`config.mk`:
```
export PLATFORM = sky130hd
export DESIGN_NAME = key_event_ctrl
export DESIGN_NICKNAME = d
export VERILOG_FILES = /design/src/rtl/key_event_ctrl.sv
export SDC_FILE = /design/constraint.sdc
export NUM_CORES = 1
export LEC_CHECK = 0
export ABC_CLOCK_PERIOD_IN_PS = 2870
export BUFFER_PORTS_ARGS = -buffer_cell sky130_fd_sc_hd__buf_4
export CORE_MARGIN = 4
export CORE_UTILIZATION = 25
export DETAILED_ROUTE_END_ITERATION = 8
export GPL_ROUTABILITY_DRIVEN = 0
export HOLD_SLACK_MARGIN = 0.05
export SETUP_SLACK_MARGIN = 0.5
export SLEW_MARGIN = 30
export SYNTH_ARGS = -nofsm -noshare
export SYNTH_HDL_FRONTEND = slang
export SYNTH_SLANG_ARGS = --single-unit
```
`constraint.sdc`:
```
create_clock -name clk -period 2.87 [get_ports clk]
set_clock_uncertainty 0.05 [all_clocks]
set_input_delay 0.4305 -clock clk [delete_from_list [all_inputs] [get_ports clk]]
set_output_delay 0.4305 -clock clk [all_outputs]
set_load 0.01 [all_outputs]
```
`src/rtl/key_event_ctrl.sv`:
```
// Turns debounced press/release pulses into click, double-click, long-press and auto-repeat events.
// Every output is registered and appears one cycle after its trigger. There is no backpressure: events are fire-and-forget pulses.
module key_event_ctrl #(
    parameter int CNT_W         = 26,
    parameter int LONG_CYCLES   = 50_000_000,
    parameter int DCLICK_CYCLES = 12_500_000,
    parameter int REPEAT_CYCLES = 5_000_000
) (
    input  logic       clk,
    input  logic       rst_n,
    input  logic       en,
    input  logic       key_p_flag,
    input  logic       key_r_flag,
    output logic       click_pulse,
    output logic       dclick_pulse,
    output logic       long_pulse,
    output logic       repeat_pulse,
    output logic [2:0] evt_code,
    output logic       busy
);

    typedef enum logic [2:0] {
        S_IDLE   = 3'd0,
        S_PRESS1 = 3'd1,
        S_WAIT2  = 3'd2,
        S_PRESS2 = 3'd3,
        S_LONG   = 3'd4
    } state_t;

    localparam logic [CNT_W-1:0] LONG_T   = CNT_W'(LONG_CYCLES - 1);
    localparam logic [CNT_W-1:0] DCLICK_T = CNT_W'(DCLICK_CYCLES - 1);
    localparam logic [CNT_W-1:0] REPEAT_T = CNT_W'(REPEAT_CYCLES - 1);

    localparam logic [2:0] EVT_CLICK  = 3'd1;
    localparam logic [2:0] EVT_DCLICK = 3'd2;
    localparam logic [2:0] EVT_LONG   = 3'd3;
    localparam logic [2:0] EVT_REPEAT = 3'd4;

    state_t           state_q, state_d;
    logic [CNT_W-1:0] cnt_q, cnt_d;
    logic             click_q, click_d;
    logic             dclick_q, dclick_d;
    logic             long_q, long_d;
    logic             repeat_q, repeat_d;
    logic [2:0]       evt_q, evt_d;
    logic             busy_q;

    // Simultaneous press and release cancel out.
    logic p_ev, r_ev;
    assign p_ev = key_p_flag & ~key_r_flag;
    assign r_ev = key_r_flag & ~key_p_flag;

    always_comb begin
        state_d  = state_q;
        cnt_d    = cnt_q;
        click_d  = 1'b0;
        dclick_d = 1'b0;
        long_d   = 1'b0;
        repeat_d = 1'b0;
        evt_d    = evt_q;
        if (!en) begin
            state_d = S_IDLE;
            cnt_d   = '0;
        end else begin
            case (state_q)
                S_IDLE: begin
                    cnt_d = '0;
                    if (p_ev) state_d = S_PRESS1;
                end
                // A release always beats the timer's terminal cycle.
                S_PRESS1: begin
                    if (r_ev) begin
                        state_d = S_WAIT2;
                        cnt_d   = '0;
                    end else if (cnt_q == LONG_T) begin
                        state_d = S_LONG;
                        cnt_d   = '0;
                        long_d  = 1'b1;
                        evt_d   = EVT_LONG;
                    end else begin
                        cnt_d = cnt_q + 1'b1;
                    end
                end
                S_WAIT2: begin
                    if (p_ev) begin
                        state_d = S_PRESS2;
                        cnt_d   = '0;
                    end else if (cnt_q == DCLICK_T) begin
                        state_d = S_IDLE;
                        cnt_d   = '0;
                        click_d = 1'b1;
                        evt_d   = EVT_CLICK;
                    end else begin
                        cnt_d = cnt_q + 1'b1;
                    end
                end
                S_PRESS2: begin
                    cnt_d = '0;
                    if (r_ev) begin
                        state_d  = S_IDLE;
                        dclick_d = 1'b1;
                        evt_d    = EVT_DCLICK;
                    end
                end
                S_LONG: begin
                    if (r_ev) begin
                        state_d = S_IDLE;
                        cnt_d   = '0;
                    end else if (cnt_q == REPEAT_T) begin
                        cnt_d    = '0;
                        repeat_d = 1'b1;
                        evt_d    = EVT_REPEAT;
                    end else begin
                        cnt_d = cnt_q + 1'b1;
                    end
                end
                default: begin
                    state_d = S_IDLE;
                    cnt_d   = '0;
                end
            endcase
        end
    end

    always_ff @(posedge clk or negedge rst_n) begin
        if (!rst_n) begin
            state_q  <= S_IDLE;
            cnt_q    <= '0;
            click_q  <= 1'b0;
            dclick_q <= 1'b0;
            long_q   <= 1'b0;
            repeat_q <= 1'b0;
            evt_q    <= 3'd0;
            busy_q   <= 1'b0;
        end else begin
            state_q  <= state_d;
            cnt_q    <= cnt_d;
            click_q  <= click_d;
            dclick_q <= dclick_d;
            long_q   <= long_d;
            repeat_q <= repeat_d;
            evt_q    <= evt_d;
            busy_q   <= (state_d != S_IDLE);
        end
    end

    assign click_pulse  = click_q;
    assign dclick_pulse = dclick_q;
    assign long_pulse   = long_q;
    assign repeat_pulse = repeat_q;
    assign evt_code     = evt_q;
    assign busy         = busy_q;

endmodule
```
# After elaboration in Yosys (flattened, before gate mapping)
# Cells that the tools add are included.
[word_totals]
in_bits = 5
regBits = 37
[op_classes]
n_reduce_logical = 5
add_sub_neg = 1
bitwise_logic = 4
mux = 39
eq_ne = 14
[op_table]
columns = ["op", "n"]
rows = [
  ["$mux W26", 7],
  ["$pmux W26 S3", 1],
  ["$mux W3", 14],
  ["$add A26 B1 Y26 const B", 1],
  ["$eq A26 B23 Y1 const B", 1],
  ["$eq A26 B24 Y1 const B", 1],
  ["$eq A26 B26 Y1 const B", 1],
  ["$pmux W3 S4", 2],
  ["$mux W1", 15],
  ["$ne A2 B2 Y1 const B", 7],
  ["$reduce_and A9 Y1", 1],
  ["$eq A3 B2 Y1 const B", 2],
  ["$reduce_bool A4 Y1", 1],
  ["$eq A3 B1 Y1 const B", 1],
  ["$eq A3 B3 Y1 const B", 1],
  ["$logic_not A3 Y1", 1],
  ["$reduce_bool A3 Y1", 1],
  ["$and A1 B1 Y1", 2],
  ["$not A1 Y1", 2],
  ["$reduce_or A2 Y1", 1],
]

# Depth between registers and ports, before layout
# Gate-level depths: netlist of run 1.
[logic_depth]
depth_word = 6
depth_mapped = 7

# Least setup slack after synthesis of run 1
# No wires, ideal clock.
[synth_timing]
path_kind = "register -> register"
start = "reg cnt_q[14]"
end = "reg cnt_q[19]"
n_path_buf = 2
required_time_ps = 2697
synth_period_minus_slack_ps = 2166
stages_incl_launch_ff = 8
setup_slack_ps = 704
arrival_ps = 1993
cell_sequence = "dfrtp_1 buf_6 or4b_4 nor3_4 a21oi_2 a311oi_4 buf_6 nor3b_2"
[synth_between]
elab_chain_len = 5
elab_cells_between_ends = 12
classes_between = "add/sub: 1; eq/ne: 3; mux: 8"
[synth_rtl]
columns = ["item", "line", "rtl"]
rows = [
  ["start, declared", "40", "logic [CNT_W-1:0] cnt_q, cnt_d;"],
  ["start signal, assigned", "137", "cnt_q <= cnt_d;"],
  ["$add A26 B1 Y26, or another cell as far along", "81, 94, 114", ""],
  ["$mux W26 (on tied branches)", "109, 75, 88", ""],
  ["$mux W26 (on tied branches)", "106, 72, 85", ""],
  ["$pmux W26 S3 (*)", "65", "case (state_q)"],
  ["$mux W26 (*)", "61", "if (!en) begin"],
  ["named net cnt_d[19]", "40", ""],
]
# Mark *: on every way through the listed nets, which the timed path passes. The rest lies on a longest branch.
# A chain may end at the register's enable or synchronous reset.

# Worst setup path after layout of run 1
[layout_timing]
start = "reg cnt_q[5]"
end = "reg cnt_q[15]"
# The elaborated chain is that of the path after synthesis.

==> key figures, run 1 <==
Power and ir drop
  – P_leak: between 0.9 and 1 nW
  – Total Power: approximately 1.1 mW
  – Peak VDD IR: 0.000168 V
  – Pwr Density: approximately 410 mW/mm^2

Worst setup path
  – Critical Path End Type: flop
  – CP peak stage delay: between 500 and 600 ps
  – Req. time, crit path: 2990 ps
  – Worst R2R Path Depth: 6
  – Arrival time at the worst endpoint: between 2000 and 2500 ps
  – Setup CP Type: reg -> reg
  – Cells along the critical path: or4b_4 -> nor3_4 -> a21oi_2 -> a311oi_4 -> buf_12 -> nor3b_1
  – Crit-path slowest cell: or4b_4
  – Worst Path Max Fanout: 26
  – Worst Setup SP: cnt_q[5]
  – Reg2Reg Launch Point: cnt_q[5]
  – CP Launch Type: flop

Route
  – DRT iter0 DRCs: between 100 and 150
  – Routed vias: around 1800
  – WL final: 5000 um
  – Antenna Violating Nets Remaining: 0
  – Routed vias/inst: between 5 and 6
  – DRC: 0
  – Drt pass-1 iters: 4
  – DR WL/cell: approximately 14 um

CTS
  – Longest Clk Path Bufs: 2
  – H-tree level count: 2
  – Num CTS Buffers: 5
  – Clock tree from TritonCTS: done
  – Clk sinks: 37
  – CTS clock-pin slew for the worst setup and hold paths: about 70 ps
  – Clk_lat worst skew: slightly below 300 ps
  – Clock root buffer: clkbuf_8

Yosys
  – Flops & latches, synth: 37
  – Top cells by area, synth: dfrtp_1 41%, xnor2_1 8.9%, nand2_1 4.8%, nor3b_2 4.4%, nand4_1 3.6%
  – Mapped cell area: 0.00225 mm^2
  – Area leader, netlist: dfrtp_1
  – Warnings from Yosys: 0
  – EDFF count, synth: 0
  – Post-synthesis cell count: about 240
  – Main synth FF type: dfrtp_1
  – Post-synthesis sequential area ratio: ~41%
  – Average size of a mapped cell: ~9.4 um^2
  – Synth top area share: 41.1%
  – Post-Syn Nets: around 250
  – Synth unique cells: 48
  – Synth async-reset ratio: 100%

Timing
  – Worst Tran Pin Value: 491 ps
  – WHS: 54.6 ps
  – Fin crit share: slightly below 80%
  – RSZ-0062 raised after global routing: no
  – Final Hold Vio Count: 0
  – Max transition margin: 67.3%
  – Max frequency: roughly 440 MHz
  – Final TNS setup: 0 ps
  – Max Slew Vio Count: 0
  – Final setup violation count: 0
  – Final WS setup: between 500 and 600 ps
  – Final Critical Period: roughly 2300 ps

GRT
  – Total GRT Usage: around a tenth
  – Vias in the first global route: 1693
  – Pin count of the biggest net entering global routing: 38
  – First-pass GRT wire length: between 8000 and 9000 um
  – Overflow after GRT: 0
  – Initial antenna violation count: 0

Floorplan
  – Rows: 34
  – Core area: roughly 0.0088 mm^2
  – Die height: roughly 100 um
  – Initial core utilization: roughly a quarter
  – Die Wd: roughly 100 um
  – Die Area: 0.0106 mm^2
  – Ports: 13

Layout
  – Post-Layout Cell Count: 361
  – # diodes: 0
  – Share of layout cells above drive strength 1: 18.2%
  – Area of the multi-input gates: 0.00127 mm^2
  – Fill cells: between 900 and 1000
  – Final #Nets: ~260
  – Area Growth Syn to Fin: 14.1%
  – Sequential standard cell area: about 930 um^2

Placed design
  – Dpl hpwl: 3360 um
  – Pre-CTS setup slack: 368 ps
  – PortBufs: 12
  – Dpl cells: ~350

Min path
  – Worst Hold Class: in -> async

Outcome
  – Status: finished clean

Job
  – Max cap viols: 0
## logic make-up after synthesis
| family | after synthesis | share of synthesized area, % |
|---|---|---|
| buf+inv | 18 | 4.33 |
| compound gates | 22 | 7.77 |
| flops | 37 | 41.1 |
| xor+xnor | 24 | 9.32 |
| simple gates | 137 | 37.0 |
| fa+ha+maj | 1 | 0.555 |
## per-layer routing
| layer | vias to the layer above | GRT usage [%] | wire, um |
|---|---|---|---|
| li1 | 882 | - | - |
| met1 | 889 | 14.1 | 2390 |
| met2 | 50 | 15.3 | 2310 |
| met3 | 6 | 2.44 | 266 |
| met4 | 0 | 2.39 | 30 |
| met5 | - | 0 | 0 |
## where the power goes
part	internal [mW]	total, mW	switching, mW
registers	0.543	0.563	0.0201
logic	0.0686	0.142	0.0731
clock network	0.173	0.349	0.176
## critical path: cells and delay by family (launching register included)
kind                   cells  cell delay [ps]
AO/OA/AOI/OAI              2              430
AND/OR/NAND/NOR            3              930
buffers and inverters      1              230
flip-flops                 1              500
## cell usage after synthesis, drive strengths merged (2+ instances only)
cell / instances
dfrtp: 37
nand2: 29
nor2: 23
xnor2: 23
nor3b: 15
nand4: 13
nor3: 12
inv: 9
nand3: 8
and3: 7
a21oi: 6
nor4: 6
clkbuf: 5
and4: 4
buf: 4
nand4bb: 3
nor2b: 3
or2b: 3
or3: 3
a22oi: 2
and2: 2
o211ai: 2
o21ai: 2
or4: 2
## path summary, 6_finish.rpt
kind | endpoint | slack (ps)
worst min register to register | cnt_q[0] | 430
max in group asynchronous | cnt_q[5] | 2360
worst min-delay path | click_pulse | 50
min in group clk | state_q[0] | 420
worst max register to register | cnt_q[15] | 590
worst max-delay path | cnt_q[15] | 590
## layout make-up
class	count	area share, %
multi-input combinational	184	49.4
sequential	37	36.0
tap	108	5.25
timing repair buffer	15	4.86
clock buffer	8	3.11
inverter	9	1.31
## what timing repair did
action	CTS	global route
resized for setup	2	8
hold buffers	0	0
setup buffers	0	1
setup endpoints to repair	29	29
pin swaps	0	1
## state kept, by name (all words and copies together) (netlist names)
signal        count
dclick_pulse      1
state_q           3
repeat_pulse      1
click_pulse       1
busy              1
long_pulse        1
evt_code          3
cnt_q            26
## cells in the final DEF, fill, tap and decap left out, drive strengths merged, types with 6 or more instances in the layout
cell type	count
a21oi	6
and3	7
buf	15
clkbuf	8
dfrtp	37
inv	9
nand2	29
nand3	8
nand4	13
nor2	23
nor3	12
nor3b	15
nor4	6
xnor2	23
## metrics by stage
step | instance area (um^2) | util (%)
after floorplan | 2250 | -
after global placement | 2430 | 27.7
after detailed placement | 2430 | 27.7
after CTS | 2520 | 28.8
after global routing | 2570 | 29.4
final | 2570 | 29.4
(Power assumes the default switching activity.)
==> run 2, diff against run 1 <==
--- a/config.mk
+++ b/config.mk
@@ -5,7 +5,8 @@
 export SDC_FILE = /design/constraint.sdc
 export NUM_CORES = 1
 export LEC_CHECK = 0
-export ABC_CLOCK_PERIOD_IN_PS = 2870
+export ABC_AREA = 1
+export ABC_CLOCK_PERIOD_IN_PS = 2200
 export BUFFER_PORTS_ARGS = -buffer_cell sky130_fd_sc_hd__buf_4
 export CORE_MARGIN = 4
 export CORE_UTILIZATION = 25
==> constraint.sdc (replaced) <==
create_clock -name clk -period 2.2 [get_ports clk]
set_clock_uncertainty 0.05 [all_clocks]
set_input_delay 0.33 -clock clk [delete_from_list [all_inputs] [get_ports clk]]
set_output_delay 0.33 -clock clk [all_outputs]
set_load 0.01 [all_outputs]
==> key figures, run 2 <==
Floorplan
  – Die height: 105 um (+2.4%)
  – Core area: 0.00924 mm^2 (+5.4%)
  – Die Area: 0.0111 mm^2 (+4.9%)
  – Rows: 35 (+2.9%)
  – Die Wd: 105 um (+2.4%)
  – Ports: 13 (unchanged)
  – Initial core utilization: 25.7% (-0.041 points)

Power and ir drop
  – P_leak: 1.40 nW (+51%)
  – Comb pwr share: 16.9% (+3.5 points)
  – NetSw: 433 uW (+61%)
  – Clock power frac: 38.1% (+5.0 points)
  – Int Power: 1.17 mW (+50%)
  – Peak VDD IR: 0.000222 V (+32%)
  – Register share of total power: 45.0% (-8.5 points)
  – Pwr Density: 535 mW/mm^2 (+31%)
  – Switching Share: 27.0% (+1.4 points)

Layout
  – Fill cells: 981 (+3.6%)
  – # diodes: 0 (unchanged)
  – Area Growth Syn to Fin: 26.7%
  – Reg with most FFs: cnt_q
  – Share of layout cells above drive strength 1: 25.5% (+7.3 points)
  – Final #Nets: 382 (+48%)
  – Final Cell Area: 0.00301 mm^2 (+17%)
  – Commonest non-fill, non-tap cell in the layout: nand2_1
  – Largest register FFs: 26 (unchanged)
  – Most frequent cells in the layout: 67 x nand2_1, 55 x nor2_1, 49 x inv_1

Timing
  – Final WS setup: 335 ps (-258 ps)
  – Final Hold Vio Count: 0 (unchanged)
  – Max Slew Vio Count: 0 (unchanged)
  – RSZ-0062 raised after global routing: yes
  – Worst Tran Pin Value: 616 ps (+125 ps)
  – Final TNS setup: 0 ps (unchanged)
  – Final Critical Period: 1860 ps (-412 ps)
  – Fin crit share: 84.8% (+5.4 points)
  – Max frequency: 536 MHz (+22%)
  – Final setup violation count: 0 (unchanged)
  – Max transition margin: 59.0% (-8.3 points)

CTS
  – H-tree level count: 2 (unchanged)
  – Clock tree from TritonCTS: done
  – CTS clock-pin slew for the worst setup and hold paths: 80 ps (about the same)
  – Clk_lat worst skew: 290 ps (about the same)
  – Longest Clk Path Bufs: 2 (unchanged)
  – Num CTS Buffers: 5 (unchanged)
  – Clk sinks: 37 (unchanged)
  – Clock root buffer: clkbuf_8

GRT
  – First-pass GRT wire length: 10300 um (+23%)
  – Pin count of the biggest net entering global routing: 38 (unchanged)
  – Initial antenna violation count: 0 (unchanged)
  – Overflow after GRT: 0 (unchanged)
  – Total GRT Usage: 11.4% (+1.4 points)
  – Vias in the first global route: 2252 (+33%)

Worst setup path
  – Setup CP Type: reg -> reg
  – CP Launch Type: flop
  – Arrival time at the worst endpoint: 2000 ps (-390 ps)
  – Critical Path End Type: flop
  – Worst Path Max Fanout: 6 (-77%)
  – Req. time, crit path: 2330 ps (-660 ps)

Job
  – Max cap viols: 0 (unchanged)

Yosys
  – Top cells by count, synth: 77 x nand2_1, 66 x nor2_1, 50 x inv_1
  – Synth async-reset ratio: 100% (unchanged)
  – Main synth FF type: dfrtp_1
  – Post-synthesis cell count: 348 (+46%)
  – Post-synthesis sequential area ratio: 39.0% (-2.1 points)
  – Synth top area share: 39.0% (-2.1 points)
  – Post-Syn Nets: 354 (+44%)
  – EDFF count, synth: 0 (unchanged)
  – Top cells by area, synth: dfrtp_1 39%, nand2_1 12%, nor2_1 10%, inv_1 7.9%, nand3_1 6.7%
  – Warnings from Yosys: 0 (unchanged)
  – Flops & latches, synth: 37 (unchanged)
  – Synth unique cells: 29 (-40%)
  – Count leader, synth: nand2_1
  – Mapped cell area: 0.00237 mm^2 (+5.3%)
  – Area leader, netlist: dfrtp_1
  – Average size of a mapped cell: 6.82 um^2 (-28%)

Route
  – DRC: 0 (unchanged)
  – WL final: 6240 um (+25%)
  – Antenna Violating Nets Remaining: 0 (unchanged)
  – Drt pass-1 iters: 5 (+1)
  – Routed vias/inst: 4.61 (-8.9%)
  – DRT iter0 DRCs: 181 (+59%)
  – Routed vias: 2334 (+28%)
  – DR WL/cell: 12.3 um (-11%)

Placed design
  – DP Area: 0.00259 mm^2 (+6.7%)
  – PortBufs: 12 (unchanged)
  – Dpl hpwl: 4360 um (+30%)
  – Pre-CTS setup slack: 158 ps (-210 ps)

Outcome
  – Status: finished clean

Min path
  – Worst Hold Class: in -> reg
[run 2: worst paths after layout]
path,slack (ps),endpoint,startpoint,depth (start not counted)
min in group asynchronous,480,busy,rst_n,2
max,340,cnt_q[7],cnt_q[0],11
max reg2reg,340,cnt_q[7],cnt_q[0],11
min reg2reg,440,evt_code[1],evt_code[1],2
min,200,click_pulse,key_p_flag,2
max in group asynchronous,1280,cnt_q[21],rst_n,2
[run 2: repair_timing]
item | 4_1_cts | 5_1_grt
gates resized for setup | 16 | 29
hold endpoints to repair | 37 | 0
pin swaps | 8 | 16
gates cloned | 2 | 1
buffers inserted | 4 | 6
setup endpoints to repair | 31 | 32
hold buffers | 1 | 0
[run 2: area by class of cell]
cell class	count	area [um^2]	area share, %
Clock inverter	1	30.0	0.999
Multi-Input combinational cell	249	1390	46.2
Inverter	60	228	7.57
Sequential cell	37	926	30.8
Clock buffer	7	86.3	2.87
Timing Repair Buffer	23	188	6.24
Tap cell	129	161	5.37
[run 2: power groups by stage]
stage / sequential (mW) / combinational [mW] / clock [mW]
global route: 0.728 / 0.296 / 0.655
finish: 0.724 / 0.271 / 0.612
global placement: 0.737 / 0.206 / 0
CTS: 0.725 / 0.246 / 0.629
floorplan: 0.747 / 0.118 / 0
detailed placement: 0.738 / 0.208 / 0
[run 2: cell families (layout without fill, tap and decap cells)]
family,count (synthesis),after routing,synth area share (%)
simple gates,216,219,41.5
buf+inv,65,91,10.8
flops,37,37,39.0
compound gates,18,18,4.16
xor+xnor,11,11,4.06
fa+ha+maj,1,1,0.527
[run 2: metal layers]
metal | part of all wire [%] | wire length (um) | track usage [%] | up-vias
li1 | - | - | - | 1140
met1 | 46 | 2870 | 14.3 | 1099
met2 | 45 | 2820 | 17.7 | 79
met3 | 6.0 | 374 | 3.61 | 16
met4 | 3.0 | 186 | 5.15 | 0
met5 | 0 | 0 | 0 | -
[run 2: stage by stage]
| stage | power [mW] | cells | hold slack, ps | utilization [%] |
|---|---|---|---|---|
| after floorplan | 0.865 | 348 | -15.6 | - |
| after global placement | 0.943 | 484 | 262 | 28.1 |
| after detailed placement | 0.946 | 484 | 274 | 28.1 |
| after CTS | 1.60 | 499 | 194 | 30.8 |
| after global routing | 1.68 | 506 | 204 | 32.5 |
| final | 1.61 | 506 | 196 | 32.5 |
[run 2: critical path: stages, from the launching register on]
cell and delay, ps:
dfrtp_1 360, ha_2 190, nand2_2 70, nor2_4 230, inv_2 50, nor2_2 90
nand3_2 130, nand3_4 160, buf_4 130, nand3_2 140, nand3_1 110, inv_1 40
